$ cat config.mk
export PLATFORM = sky130hd
export DESIGN_NAME = dsss_spreader
export DESIGN_NICKNAME = d
export VERILOG_FILES = /design/src/rtl/dsss_spreader.sv
export SDC_FILE = /design/constraint.sdc
export NUM_CORES = 1
export LEC_CHECK = 0
export ABC_AREA = 1
export BUFFER_PORTS_ARGS = -buffer_cell sky130_fd_sc_hd__buf_2
export CORE_AREA = 8 8 104 59
export DETAILED_ROUTE_END_ITERATION = 16
export DIE_AREA = 0 0 112 67
export PLACE_DENSITY_LB_ADDON = 0.2
export SYNTH_ARGS = -nofsm -noshare
export SYNTH_HDL_FRONTEND = slang
export SYNTH_SLANG_ARGS = --single-unit
$ cat constraint.sdc
create_clock -name clk -period 3.6 [get_ports clk]
set_input_delay 0.18 -clock clk [delete_from_list [all_inputs] [get_ports clk]]
set_output_delay 0.18 -clock clk [all_outputs]
set_load 0.02 [all_outputs]
$ cat src/rtl/dsss_spreader.sv
// Direct-sequence spreader: a one-bit data stream is spread with a 63-chip
// m-sequence and emitted as a +/-AMP baseband sample stream. Each burst is an
// all-ones preamble followed by data drawn from a one-deep holding register.
// The burst ends when a bit boundary finds the holding register empty.
module dsss_spreader #(
    parameter int unsigned CHIP_DIV = 8,
    parameter int unsigned PRE_BITS = 16,
    parameter int          AMP      = 8191
) (
    input  logic               clk,
    input  logic               rst,
    input  logic               start,
    input  logic               din,
    input  logic               din_valid,
    output logic               din_ready,
    output logic               pn,
    output logic signed [14:0] dout,
    output logic               bit_sync,
    output logic               tx_active,
    output logic               underrun
);

    localparam int unsigned CNT_W  = 8;
    localparam int unsigned CHIP_W = 6;
    localparam int unsigned LFSR_W = 6;
    localparam int unsigned DOUT_W = 15;

    localparam logic [CNT_W-1:0]         DIV_LAST  = CNT_W'(CHIP_DIV - 1);
    localparam logic [CNT_W-1:0]         PRE_LAST  = CNT_W'(PRE_BITS - 1);
    localparam logic [CHIP_W-1:0]        CHIP_LAST = CHIP_W'(62);
    localparam logic [LFSR_W-1:0]        LFSR_SEED = LFSR_W'(1);
    localparam logic signed [DOUT_W-1:0] AMP_POS   = DOUT_W'(AMP);
    localparam logic signed [DOUT_W-1:0] AMP_NEG   = -AMP_POS;

    typedef enum logic [1:0] {
        ST_IDLE = 2'd0,
        ST_PRE  = 2'd1,
        ST_DATA = 2'd2
    } state_t;

    state_t              state_q, state_d;
    logic [CNT_W-1:0]    div_q, div_d;
    logic [CHIP_W-1:0]   chip_q, chip_d;
    logic [LFSR_W-1:0]   lfsr_q, lfsr_d;
    logic [CNT_W-1:0]    pre_cnt_q, pre_cnt_d;
    logic                cur_bit_q, cur_bit_d;
    logic                hold_full_q, hold_full_d;
    logic                hold_bit_q, hold_bit_d;

    logic                chip_strobe;
    logic                bit_end;
    logic                load;
    logic                transfer;
    logic                active_d;
    logic                underrun_d;
    logic                pn_d;
    logic                bit_sync_d;
    logic signed [DOUT_W-1:0] dout_d;

    // Chip strobe ends each chip; the strobe on chip 62 ends the bit period.
    assign chip_strobe = (div_q == DIV_LAST);
    assign bit_end     = chip_strobe && (chip_q == CHIP_LAST);

    // Burst sequencing, chip timing, PN generation and holding register update.
    always_comb begin
        state_d     = state_q;
        div_d       = div_q;
        chip_d      = chip_q;
        lfsr_d      = lfsr_q;
        pre_cnt_d   = pre_cnt_q;
        cur_bit_d   = cur_bit_q;
        hold_full_d = hold_full_q;
        hold_bit_d  = hold_bit_q;
        load        = 1'b0;
        underrun_d  = 1'b0;

        case (state_q)
            ST_IDLE: begin
                div_d     = '0;
                chip_d    = '0;
                lfsr_d    = LFSR_SEED;
                pre_cnt_d = '0;
                cur_bit_d = 1'b1;
                if (start) begin
                    state_d = ST_PRE;
                end
            end
            ST_PRE, ST_DATA: begin
                div_d = chip_strobe ? '0 : div_q + CNT_W'(1);
                if (chip_strobe) begin
                    chip_d = bit_end ? '0 : chip_q + CHIP_W'(1);
                    lfsr_d = bit_end ? LFSR_SEED : {lfsr_q[0] ^ lfsr_q[1], lfsr_q[5:1]};
                end
                // Boundary decision uses the holding register as it stood
                // before any transfer landing in this same cycle.
                if (bit_end) begin
                    if ((state_q == ST_PRE) && (pre_cnt_q != PRE_LAST)) begin
                        pre_cnt_d = pre_cnt_q + CNT_W'(1);
                    end else if (hold_full_q) begin
                        state_d   = ST_DATA;
                        cur_bit_d = hold_bit_q;
                        load      = 1'b1;
                    end else begin
                        state_d    = ST_IDLE;
                        underrun_d = 1'b1;
                    end
                end
            end
            default: begin
                state_d = ST_IDLE;
            end
        endcase

        // Load and transfer never coincide: a transfer needs an empty register.
        transfer = din_valid && !hold_full_q;
        if (load) begin
            hold_full_d = 1'b0;
        end
        if (transfer) begin
            hold_full_d = 1'b1;
            hold_bit_d  = din;
        end
    end

    // Output values for the next cycle, derived from next-state values so that
    // pn, dout and bit_sync stay aligned with the chip they describe.
    always_comb begin
        active_d   = (state_d != ST_IDLE);
        pn_d       = active_d && lfsr_d[0];
        bit_sync_d = active_d && (div_d == '0) && (chip_d == '0);
        dout_d     = '0;
        if (active_d) begin
            dout_d = (cur_bit_d ^ lfsr_d[0]) ? AMP_NEG : AMP_POS;
        end
    end

    // State and datapath registers.
    always_ff @(posedge clk) begin
        if (!rst) begin
            state_q     <= ST_IDLE;
            div_q       <= '0;
            chip_q      <= '0;
            lfsr_q      <= LFSR_SEED;
            pre_cnt_q   <= '0;
            cur_bit_q   <= 1'b1;
            hold_full_q <= 1'b0;
            hold_bit_q  <= 1'b0;
        end else begin
            state_q     <= state_d;
            div_q       <= div_d;
            chip_q      <= chip_d;
            lfsr_q      <= lfsr_d;
            pre_cnt_q   <= pre_cnt_d;
            cur_bit_q   <= cur_bit_d;
            hold_full_q <= hold_full_d;
            hold_bit_q  <= hold_bit_d;
        end
    end

    // Output registers.
    always_ff @(posedge clk) begin
        if (!rst) begin
            din_ready <= 1'b1;
            pn        <= 1'b0;
            dout      <= '0;
            bit_sync  <= 1'b0;
            tx_active <= 1'b0;
            underrun  <= 1'b0;
        end else begin
            din_ready <= !hold_full_d;
            pn        <= pn_d;
            dout      <= dout_d;
            bit_sync  <= bit_sync_d;
            tx_active <= active_d;
            underrun  <= underrun_d;
        end
    end

endmodule

==> summary by stage, run 1 <==
Yosys
Counting every instance in the synthesized netlist gives 311. The post-synthesis cell type with the largest combined area is dfxtp_1. After synthesis, the mean cell area works out to 7.09 um^2.

Yosys attributes the largest share of cell area to dfxtp_1, nand2_1, nand3_1. The post-synthesis async set-or-reset flop share is 0%. The dominant synthesized flop cell is dfxtp_1. The number of flops mapped to enable cells by yosys is 0. In this run, synthesis produced a sequential element count of 41. The synthesized netlist occupies a cell area of 2200 um^2.

The synthesized net count is 323. For this run, the number of Yosys warnings is 0. The count of distinct cell types in the synthesized netlist is 35. Sequential elements use 37.2% of the synthesized area. In this run the biggest area consumer among cell types represents 37.2% of the synthesized area.

Layout
The area growth from synthesis to final layout is 10.2%. After the flow finishes, the layout carries non-filler instances totaling 387. The final design instance area without fill is 2430 um^2. The repair_antennas step left the layout with diodes totalling 0. Of the cells placed in the final design, the portion with a size suffix greater than 1 is 17.7%. The number of nets in the layout is 338.

Clock tree
The H-tree was split into 2 levels. The number of hold-repair buffers added at the cts stage is 0. The number of post-CTS setup repair buffers is 0.

The quantity of gates resized following cts is 0. Counting the buffers created by CTS gives 5. The TritonCTS clock tree is yes. The number of sinks handled by clock tree synthesis is 41. The later pin in the worst-skew pair is clocked with a latency of 0.29 ns. No sink is reached through more buffers than the 2 on the longest clock path. Clock-pin slew was measured on the worst setup and hold paths at 0.08 ns.

In this run the clock root is driven by a clkbuf_8.

Die
The placeable core region is 4680 um^2. The die span in y is 67 um. The die extent in x is 112 um. The floorplan has 18 rows.

The floorplan step defined a die boundary enclosing 7500 um^2. The count of pins on the block boundary is 25. For this configuration, the core starts out at a cell density of 47.1%.

Critical path
In this run the critical register-to-register path is launched from state_q[0]$_SDFF_PN0_. The endpoint of the lowest-slack register-to-register path is bit_sync$_SDFF_PN0_. The worst register-to-register path has a setup slack of 1.45 ns.

The worst setup path is captured at a flop. The classification of the worst setup path is flop to flop. The data arrival at the endpoint of the critical path is 2.38 ns. In this run the worst path has a maximum fanout of 12. For the worst flop-to-flop path, the logic depth is 11. The launching element type of the critical path is a flop. STA puts the critical path data required time at 3.83 ns.

Power
IR analysis of the VDD net gives a maximum drop of 0.222 mV. Combinational cells account for 13.8% of the total power. The total net switching power is 0.273 mW. Of the total power, the clock network draws 41.0%. Power spread over the standard cell area amounts to 437 nW/um^2. The internal power of the cells is 0.787 mW. For this design the static power due to leakage is 1.16 nW. Power comes to 1.06 mW.

Per report_power, the sequential group accounts for 45.3% of the total. Of the total power, the share spent switching nets is 25.8%.

Timing
The count of pins over their slew limit is 0. The worst pin sits at a relative slew slack of 56.1%. The setup clock skew after layout is 0.00375 ns.

The total count of hold-check failures in the final report is 0. At the pin with the least slew margin, the transition time is 0.652 ns. Setup repair after global routing left no endpoint under its margin. Setup violations remaining at the end of the flow were counted as 0.

The worst hold slack is 0.120 ns. Counting I/O delays and the setup requirement, the final critical path takes 2.15 ns. The share of the clock period used by the worst path is 59.7%. The accumulated negative setup slack is 0 ns. The maximum clock frequency is 465 MHz.

Min path
The worst hold path begins at rst. The class of the tightest hold or removal check is primary input to flop. The hold path endpoint is lfsr_q[0]$_SDFF_PN1_. The worst hold path was traced through 2 stages.

Global routing
Entering global routing, the biggest net connects 28 pins. The number of global-route vias before repair came to 1750. The initial antenna violation count was 0. Summed over all layers, the global routing overflow is 0.

The overall global routing resource usage is 13.6%. The first global-routing pass estimated 8290 um of wire.

Flow run
Max-cap violations in this run came to 0.

Detailed routing
The number of DRC markers in iteration 0 is 191. For this block, the via count after detailed routing is 1902. After detailed routing, the number of vias per cell comes to 4.91.

The final layout contains routed wiring with a total length of 4770 um. In the routed design, unresolved DRC markers number 0. The average wire per cell in the routed design is 12.3 um. The iteration count of the initial detailed-routing pass is 4. In this run the remaining antenna-violating nets after routing total 0.

Run status
The run finished with clean final reports.

Placement
The placed cell area is 2290 um^2. The HPWL after detailed placement is 3720 um. The count of buffers inserted at the top-level ports is 24. The last weighted congestion value of the routability-driven placer is 0.845. In this run, placement finished with an instance count of 379.
==> per-stage QoR <==
step                setup WS (ns)  util [%]
finish                       1.45      51.8
global route                 1.16      51.8
CTS                          1.44      51.8
floorplan                    2.02         -
detailed placement           1.46      49.0
global placement             1.49      49.0
==> power groups by stage <==
stage                     clock network, mW  logic (mW)  registers (mW)
after global routing                  0.466       0.164           0.483
after detailed placement                  0       0.146           0.490
after floorplan                           0       0.111           0.499
after global placement                    0       0.146           0.490
after CTS                             0.444       0.147           0.480
final                                 0.434       0.146           0.480
==> routing by layer <==
layer / global-route usage (%) / up-vias / share of wire [%]
met5: 0 / - / 0
met1: 19.9 / 846 / 56
li1: - / 1016 / -
met2: 18.8 / 38 / 37
met3: 4.24 / 2 / 6.5
met4: 2.66 / 0 / 0.25
==> worst max path at each step <==
stage	start	endpoint	slack, ns	depth (start not counted)
4_1_cts	state_q[0]$_SDFF_PN0_	bit_sync$_SDFF_PN0_	1.44	11
3_3_place_gp	state_q[0]$_SDFF_PN0_	bit_sync$_SDFF_PN0_	1.49	10
3_5_place_dp	state_q[0]$_SDFF_PN0_	bit_sync$_SDFF_PN0_	1.46	11
6_report	state_q[0]$_SDFF_PN0_	bit_sync$_SDFF_PN0_	1.45	11
5_1_grt	state_q[0]$_SDFF_PN0_	bit_sync$_SDFF_PN0_	1.16	11
2_1_floorplan	state_q[0]$_SDFF_PN0_	pre_cnt_q[0]$_SDFFE_PN0P_	2.02	9
==> registers in the layout, indices dropped and copies added (netlist names), 2 cells and up <==
name       flops
div_q          8
pre_cnt_q      8
state_q        2
lfsr_q         6
chip_q         6
dout           3
==> Yosys cell counts (all sizes together) (2+ instances only) <==
master  count
a21oi      16
nor2       45
buf        15
ha          7
or2         3
nand4       4
inv        35
xnor2       2
nor4        2
nor3        4
nand2      76
nand3      34
xor2        3
o22ai       2
clkbuf      2
dfxtp      41
o21ai      13
==> area by class of cell <==
cell class / instances / area, um^2
flip-flops and latches: 41 / 821
repair buffers: 25 / 128
well taps: 60 / 75.1
multi-input cells: 217 / 1140
clock inverters: 3 / 65.1
clock buffers: 5 / 68.8
inverters: 36 / 135
fillers: 471 / 2260
==> critical path, stage by stage (launching register included) <==
cell and delay (ns):
dfxtp_1 0.40, ha_1 0.48, inv_1 0.32, a21oi_1 0.20, nor2_1 0.05, nand2_1 0.10, nand3_1 0.09, nor2_1 0.12
nand3_1 0.10, nor2_1 0.10, nand2_1 0.06, nor2_1 0.09
==> cell usage in the layout, fill, tap and decap left out, types with 2 or more instances in the layout <==
cell type / Yosys / routed
ha_1: 7 / 7
nand3_1: 32 / 32
inv_2: 3 / 3
buf_2: 3 / 24
nand2_1: 71 / 71
a21oi_1: 16 / 16
nand3_2: 2 / 2
dfxtp_1: 41 / 41
nand4_1: 3 / 3
o21ai_0: 9 / 9
or2_2: 3 / 3
bufinv_16: 0 / 2
nand2_2: 4 / 4
nor4_1: 2 / 2
nor2_4: 3 / 3
xor2_1: 3 / 3
clkbuf_8: 0 / 5
nor2_1: 39 / 39
inv_1: 32 / 32
o21ai_2: 4 / 4
nor3_1: 4 / 4
nor2_2: 2 / 2
xnor2_1: 2 / 2
==> cell families (layout without fill, tap and decap cells) <==
family	after synthesis	count (layout)	synth area share (%)
AND/OR/NAND/NOR	169	169	35.6
buffers and inverters	53	69	11.2
adder cells (fa/ha/maj)	7	7	3.97
XOR/XNOR	5	5	1.99
AO/OA/AOI/OAI	36	36	9.93
flip-flops	41	41	37.2
No activity file was read; power rests on OpenSTA's default activity.
==> run 2, diff against run 1 <==
- clock period: 3.6 -> 1.9 ns (I/O delays scaled with it)
==> run 2 against run 1 <==
Count of clock-buffer cells in the layout up 2. Setup slack lost 1.3 ns. Clock power rose by 31%. Die area unchanged. Combinational power is 110% higher. Highest routed layer unchanged. Routed wire length up 9.9%. Sequential power increased by 90%. Maximum frequency grew 21%. Non-clock buffer count is 12 higher. First-iteration DRC count fell by 13%. Critical path depth unchanged. Core utilization grew 1.8 points.
==> summary by stage, run 2 (synthesis gave the netlist of run 1 again) <==
Placement
The placed instance count is 391. The last weighted congestion value of the routability-driven placer is 0.863. The wire-length estimate of the detail-placed layout is 4010 um.

The count of buffers inserted at the top-level ports is 24.

Layout
After the last flow step, the layout net total stands at 350. The antenna diode count is 0. The largest registers in the layout are div_q x8, pre_cnt_q x8. Fill cells in the final layout number 485. The area growth from synthesis to final layout is 14.0%. The non-filler instance count after layout is 398. The layout cell share with drive strength beyond 1 is 24.6%. The most frequent standard cell in the layout excluding fill and tap cells is nand2_1. The library cells used most frequently in the layout, excluding fill and tap cells, are nand2_1, dfxtp_1, nor2_1.

Detailed routing
The detailed router placed 2008 vias in this run. Dividing the detail-routed wire length by the instance count gives 13.2 um. In the routed design, unresolved DRC markers number 0. The total length of routed wires is 5250 um.

The pre-antenna-repair detailed-routing pass consisted of 4 iterations. In the routed layout, each cell is associated on average with a via count of 5.05. After the first detailed-routing iteration, the DRC count stood at 167.

The remaining antenna violation count after routing is 0.

Power
The design draws 1.78 mW. For this design the static power due to leakage is 1.20 nW. The sequential group share of total power is 51.1%. The net switching share of the total power is 28.4%. The total power density per cell area is 708 nW/um^2. Summed over all nets, the switching power comes to 0.505 mW. The internal power of the cells is 1.27 mW. The part of the power in combinational logic is 16.9%. The clock network fraction of total power is 31.9%. Across the VDD grid, the largest voltage drop is 0.407 mV.

Timing
The setup clock skew after layout is 0.00574 ns. The count of pins over their slew limit is 0. Measured against its own limit, the worst slew margin works out to 76.1%. The final critical path takes up 93.7% of the cycle. For the pin with the worst max-slew slack, the measured transition is 0.355 ns. The final number of setup-violating endpoints is 0. In the final timing run, aggregate negative setup slack is 0 ns. The total count of hold-check failures in the final report was 0. The routed design could run at a clock period as short as 1.78 ns. The maximum clock frequency is 561 MHz.

Critical path
For the worst setup path, the data required time is 2.13 ns. In this run the worst setup path terminates at bit_sync$_SDFF_PN0_. The peak per-stage delay on the critical path is 0.34 ns. In this run the critical register-to-register path is captured at bit_sync$_SDFF_PN0_. The nature of the critical path endpoint is a flop. In this run the worst setup path begins at state_q[1]$_SDFF_PN0_. In this design, the critical path's most frequently occurring cell is nor2_1. The cell with the largest stage delay on the worst path is dfxtp_2.

The combined buffer and inverter count along the critical path is 1. The worst setup path is launched from a flop. The maximum fanout along the worst path is 4. The instance count on the critical path is 11. The family with the most delay on the worst path is simple AND/OR/NAND/NOR gates.

The worst register-to-register path begins at state_q[1]$_SDFF_PN0_. The reg-to-reg setup timing slack is 0.12 ns. Data on the critical path arrives at its endpoint at 2.01 ns. Traced cell by cell, the critical path runs through inv_1 -> ha_2 -> nor2_2 -> nor2_1 -> nand2_1 -> nand3_1 -> nor2_1 -> nand3_1 -> nor2_2 -> nand2_1 -> nor2_1. The setup path with the least slack is of type flop to flop. The length in cells of the worst reg-to-reg path is 11.

Die
The region available for standard cell placement spans 4680 um^2. The die span in y is 67 um. The row count is 18. The die covers 7500 um^2. The count of pins on the block boundary is 25. Once the floorplan was initialized, standard cells occupied 47.1% of the core. The die extent in x is 112 um.

Clock tree
Clock-pin slew was measured on the worst setup and hold paths at 0.07 ns. The clock reaches the later pin of the worst-skew pair after 0.29 ns. The TritonCTS clock tree is yes. The clock tree buffer depth is 2. The number of buffers added by the clock tree synthesis step is 5. The clock tree root buffer cell is clkbuf_8. The clock drives 41 sinks. The number of post-CTS setup repair buffers is 0. In this run the number of H-tree levels came out at 2.

Run status
The flow ran to the end, and the final reports show no timing, DRC or antenna violations.

Global routing
The initial antenna violation count is 0. The maximum number of pins on one net before global-route repair is 14. The number of global-route vias before repair is 1877. For this run the aggregate overflow at the end of global routing stands at 0.

The first global-routing pass estimated 8620 um of wire. Global routing used 14.3% of the available tracks.

Min path
The class of the tightest hold or removal check is primary input to flop.

Flow run
The tool flagged a number of max-cap violations equal to 0.
-- run 2: changes by cell type in the layout (fill, tap and decap cells not counted), sizes merged --
cell / previous run / this run
clkinv: 2 / 1
clkbuf: 5 / 7
buf: 25 / 37
bufinv: 2 / 0
-- run 2: worst register-to-register path, delay by kind of cell (launching register included) --
family / cells / cell delay [ns]
AND/OR/NAND/NOR: 9 / 0.98
flip-flops: 1 / 0.34
buffers and inverters: 1 / 0.09
adder cells (fa/ha/maj): 1 / 0.32
-- run 2: worst min path at each step --
| stage | cells past startpoint | slack [ns] | to | from |
|---|---|---|---|---|
| final | 2 | 0.03 | cur_bit_q$_SDFF_PN1_ | rst |
| after global routing | 2 | 0.03 | cur_bit_q$_SDFF_PN1_ | rst |
| after CTS | 2 | 0.02 | cur_bit_q$_SDFF_PN1_ | rst |
| after detailed placement | 2 | 0.33 | cur_bit_q$_SDFF_PN1_ | rst |
| after global placement | 2 | 0.32 | cur_bit_q$_SDFF_PN1_ | rst |
| after floorplan | 1 | 0.16 | cur_bit_q$_SDFF_PN1_ | rst |
-- run 2: what timing repair did --
item                       4_1_cts  5_1_grt
gates resized for setup          2       17
pin swaps                        0        1
hold endpoints to repair         0        0
setup endpoints to repair        1       12
hold buffers                     0        0
-- run 2: final cells by class --
class | count | area, um^2 | share of cell area [%]
clock buffer | 7 | 86.3 | 3.44
inverter | 36 | 138 | 5.48
multi-input combinational | 217 | 1170 | 46.6
sequential | 41 | 825 | 32.8
tap | 60 | 75.1 | 2.99
timing repair buffer | 37 | 218 | 8.67
-- run 2: power groups by stage --
| stage | Sequential (mW) | Clock [mW] | Combinational, mW |
|---|---|---|---|
| 6_report | 0.910 | 0.568 | 0.301 |
| 5_1_grt | 0.915 | 0.617 | 0.330 |
| 4_1_cts | 0.909 | 0.593 | 0.296 |
| 3_5_place_dp | 0.929 | 0 | 0.293 |
| 3_3_place_gp | 0.930 | 0 | 0.292 |
| 2_1_floorplan | 0.946 | 0 | 0.211 |
-- run 2: routing by layer --
metal,global-route usage (%),up-vias,share of wire (%)
li1,-,1034,-
met1,20.6,907,54
met2,19.5,60,38
met3,4.51,7,7.0
met4,4.49,0,0.88
met5,0,-,0
-- run 2: through the flow --
step                      utilization (%)  area [um^2]  hold WS, ns  worst slack, ns
after floorplan                         -         2200        0.164            0.318
after global placement               50.9         2380        0.324          -0.0698
after detailed placement             50.9         2380        0.329          -0.0465
after CTS                            52.8         2470       0.0226          0.00752
after global routing                 53.6         2510       0.0331         -0.00265
final                                53.6         2510       0.0255            0.119
